## src/rtl/odo_sbox_pkg.sv

```systemverilog
// odo_sbox_pkg: shared defaults, FSM states and lane slicing for the Odo S-box bank.
package odo_sbox_pkg;
   localparam int W_DEF = 6;
   localparam int LANES_DEF = 4;
   localparam int PIPE_DEF = 1;
   typedef enum logic {INIT, RUN} state_t;
   function automatic int lane_lo(input int k, input int w);
      return k * w;
   endfunction
endpackage

```

## src/rtl/odo_sbox_ram.sv

```systemverilog
// odo_sbox_ram: 2^W x W simple dual-port RAM, registered read port, read-before-write.
module odo_sbox_ram #(
   parameter int W = 6
) (
   input  logic         clk,
   input  logic         rst,
   input  logic         we,
   input  logic [W-1:0] waddr,
   input  logic [W-1:0] wdata,
   input  logic         re,
   input  logic [W-1:0] raddr,
   output logic [W-1:0] rdata
);
   logic [W-1:0] mem [2**W];
   always_ff @(posedge clk)
      if (we) mem[waddr] <= wdata;
   // read register holds its value between lookups
   always_ff @(posedge clk)
      if (rst) rdata <= '0;
      else if (re) rdata <= mem[raddr];
endmodule

```

## src/rtl/odo_sbox_bank.sv

```systemverilog
// odo_sbox_bank: run-time reloadable multi-lane S-box table with identity init and PIPE-stage output.
module odo_sbox_bank
   import odo_sbox_pkg::*;
#(
   parameter int W = W_DEF,
   parameter int LANES = LANES_DEF,
   parameter int PIPE = PIPE_DEF
) (
   input  logic               clk,
   input  logic               rst,
   input  logic               in_valid,
   output logic               in_ready,
   input  logic [LANES*W-1:0] in_idx,
   output logic               out_valid,
   output logic [LANES*W-1:0] out_data,
   input  logic               wr_valid,
   output logic               wr_ready,
   input  logic [W-1:0]       wr_addr,
   input  logic [W-1:0]       wr_data,
   output logic               init_done
);
   state_t state, state_nxt;
   logic [W:0] cnt, cnt_inc;
   logic run, accept, we;
   logic [W-1:0] waddr, wdata;
   logic [PIPE-1:0] vld;
   logic [LANES*W-1:0] rd;
   if (PIPE < 1 || PIPE > 2) begin : g_bad_pipe
      $error("odo_sbox_bank: PIPE must be 1 or 2");
   end
   assign run = state == RUN;
   assign in_ready = run;
   assign wr_ready = run;
   assign init_done = run;
   assign accept = in_valid && run;
   assign cnt_inc = cnt + (W+1)'(1);
   // INIT owns the write port to lay down the identity table
   always_comb begin
      state_nxt = state;
      we = run ? wr_valid : 1'b1;
      waddr = run ? wr_addr : cnt[W-1:0];
      wdata = run ? wr_data : cnt[W-1:0];
      if (!run && cnt_inc[W]) state_nxt = RUN;
   end
   always_ff @(posedge clk)
      if (rst) state <= INIT;
      else state <= state_nxt;
   always_ff @(posedge clk)
      if (rst) begin
         cnt <= '0;
         vld <= '0;
      end else begin
         if (!run) cnt <= cnt_inc;
         vld <= PIPE'({vld, accept});
      end
   for (genvar k = 0; k < LANES; k++) begin : g_lane
      odo_sbox_ram #(.W(W)) u_ram (
         .clk(clk), .rst(rst), .we(we), .waddr(waddr), .wdata(wdata), .re(accept),
         .raddr(in_idx[lane_lo(k, W) +: W]), .rdata(rd[lane_lo(k, W) +: W])
      );
   end
   if (PIPE == 2) begin : g_p2
      logic [LANES*W-1:0] hold;
      always_ff @(posedge clk)
         if (rst) hold <= '0;
         else if (vld[0]) hold <= rd;
      assign out_data = hold;
   end else begin : g_p1
      assign out_data = rd;
   end
   assign out_valid = vld[PIPE-1];
endmodule

```

## config.mk

```make
export PLATFORM = sky130hd
export DESIGN_NAME = odo_sbox_bank
export DESIGN_NICKNAME = d
export VERILOG_FILES = /design/src/rtl/odo_sbox_pkg.sv /design/src/rtl/odo_sbox_ram.sv /design/src/rtl/odo_sbox_bank.sv
export SDC_FILE = /design/constraint.sdc
export NUM_CORES = 1
export LEC_CHECK = 0
export ABC_AREA = 0
export CORE_UTILIZATION = 63
export CTS_CLUSTER_DIAMETER = 150
export DETAILED_ROUTE_END_ITERATION = 16
export PLACE_DENSITY = 0.8
export SETUP_SLACK_MARGIN = 0.5
export SLEW_MARGIN = 10
export SYNTH_ARGS = -nofsm -noshare
export SYNTH_HDL_FRONTEND = slang
export SYNTH_SLANG_ARGS = --single-unit
```

## constraint.sdc

```tcl
create_clock -name clk -period 3.4 [get_ports clk]
set_clock_uncertainty 0.05 [all_clocks]
set_input_delay 0.85 -clock clk [delete_from_list [all_inputs] [get_ports clk]]
set_output_delay 0.85 -clock clk [all_outputs]
set_load 0.02 [all_outputs]
```

==> metrics <==
commonest non-fill, non-tap cells in the layout=393 x mux2i_1, 384 x edfxtp_1, 220 x a22oi_1; Non-Filler Instances=2,639; final core utilization=0.7365; startpoint types=input port; largest net degree at the start of global routing=65; hold_sp=cnt[6]; Netlist Area Pre-Place=26,110 sq um; DR WL/cell=36.98 um; final WL=97.60 mm; residual DRC count=0; row count=74; Num CTS Buffers=45; Root Driver=clkbuf_16; Post-synth EDFFs=384; Syn Inst Count=1,941; Post-DRT Antenna Nets=0; RSZ-0062 raised after global routing=no; Tightest Pin Transition=1200 ps; initial antenna violation count=6; Clk pin slew, worst setup/hold paths=60 ps; status=finished clean; Post-Syn Area per Cell=13.45 sq um; Period minus WS final=2936 ps; signal arrival time at the worst endpoint=3120 ps; gpl congestion=1.067; Final Hold Vio Count=0; die width=205.6 um; Die ar.=42,260 sq um; PortBufs=67; Yosys top cell by area=edfxtp_1; Max Cap Violations=0; highest clock rate=0.3406 GHz; setup violators final=0; Slew Limit Headroom=0.1999; via count=21,090; Detailed Place HPWL=68.37 mm; Synth Net Count=1,982; clk buf depth=3; ys flop type=edfxtp_1; power per cell area=437.7 nW/um^2; die height=205.6 um; post-CTS setup buffers=0; Clk Latency, worst-skew pair=620 ps; Core Region=40,830 sq um; maximum vdd drop=0.0005724 V; post-synth cell types=52; CTS tree=done; fraction of layout cells with a size suffix above 1=0.2251; initial core utilization=0.6394; Hold-fix buffers, CTS=0; H-tree Lvls=2; initial DRC count=3,988; most common cell after layout, fill and taps aside=mux2i_1; Synth top area share=0.4417; GRT overflow=0; Inst Count DP=2,558; TritonRoute pass-1 iters=7; global-route wire length before repair=139.6 mm; final worst slack=464.2 ps; GR Util All Layers=0.4673; synth warn=0; CP required=3590 ps; worst-path maximum fanout=6; top area cells in the synthesized netlist=edfxtp_1 44%, mux2i_1 15%, mux4_2 14%; type of destination of the critical path=flop; P&R area growth vs syn=15.19%; Via density=7.992; HP Class=flop to flop; post-synthesis sequential area ratio=0.4670; worst r2r src=in_ready; Critical Path Source=wr_addr[0]; I/O pin cnt=68; pre-CTS WS=-148.2 ps; max-slew violation count=0; vias in the first global route=20,280; post-synthesis register bit count=417; Leak=11.13 nW; clock sink count=417; Async SR Flop Fraction=0; crit path kind=input port to flop; Layout Nets=2,114; period utilisation layout=0.8635
-- registers in the layout (all words and copies together), names as in the netlist --
name and count:
cnt 7, out_valid 1, in_ready 1, g_lane.u_ram.mem 384
g_lane.u_ram.rdata 24
-- cell usage after synthesis, types with 5 or more instances --
master      n
nor2b_1    24
buf_4      10
buf_6       5
nor2_1     87
a21oi_1    36
and2_1     11
buf_2      46
a22oi_1   220
mux4_1     26
nand2b_1   12
mux2i_1   393
a22o_1     18
and4_1      6
o22ai_1    20
dfxtp_1    33
nand3_1   124
mux4_2    160
buf_1      29
or3_1       7
a41oi_1    18
inv_1      40
clkbuf_1   74
nand2_1    45
o21ai_0     5
mux2_2     28
edfxtp_1  384
a32oi_1     8
or4_1      18
-- timing repair --
| action | 4_1_cts | 5_1_grt |
|---|---|---|
| pin swaps | 0 | 0 |
| resized for setup | 3 | 7 |
| endpoints found under the setup margin | 5 | 7 |
-- metrics by stage --
stage | total power, W | hold slack (ps) | area (sq um) | TNS [ps]
after floorplan | 0.007187 | 399.6 | 26110 | 0
after global placement | 0.008052 | 410.5 | 28550 | -420.7
after detailed placement | 0.008093 | 433.9 | 28550 | -593.3
after CTS | 0.01303 | 456.3 | 30040 | 0
after global routing | 0.01335 | 488.6 | 30070 | 0
final | 0.01316 | 459.8 | 30070 | 0
-- logic make-up after synthesis --
| group | after synthesis | synth area share |
|---|---|---|
| adder cells (fa/ha/maj) | 1 | 0.0004792 |
| multiplexers | 607 | 0.3270 |
| AND/OR/NAND/NOR | 355 | 0.06868 |
| buffers and inverters | 208 | 0.03719 |
| flip-flops | 417 | 0.4670 |
| XOR/XNOR | 5 | 0.001678 |
| AO/OA/AOI/OAI | 348 | 0.09801 |
-- layout make-up --
cell class / count / area (sq um)
antenna: 1 / 2.502
clock buffer: 56 / 1207
clock inverter: 24 / 274.0
fill: 2630 / 10760
inverter: 40 / 150.1
multi-input combinational: 1316 / 13010
sequential: 417 / 12190
tap: 532 / 665.6
timing repair buffer: 253 / 2571
-- power by group --
part	leakage (nW)	internal, W	switching [W]
Sequential	3.81	0.00581	0.000104
Clock	0.720	0.00291	0.00216
Combinational	6.60	0.000819	0.00136
-- worst max-delay path: stages --
cell	delay, ps
clkdlybuf4s50_1	530
inv_1	90
o32ai_1	450
buf_4	230
nand2_1	250
nor2_1	720
-- path summary, 6_finish.rpt --
check	end	slack, ps	depth (start not counted)
max reg2reg	g_lane[2].u_ram.mem[61][3]	630	5
max	g_lane[2].u_ram.mem[61][3]	460	6
min reg2reg	cnt[6]	460	1
min	cnt[6]	460	1
-- metal layers --
layer  vias up  track usage  part of all wire
met5         -     0.009524           0.00094
met4        10       0.2209             0.059
met3       478       0.1763              0.16
met2      2054       0.6805              0.43
met1     10290       0.6175              0.35
li1       8260            -                 -
Note: power is estimated with default switching activity, not from simulation.
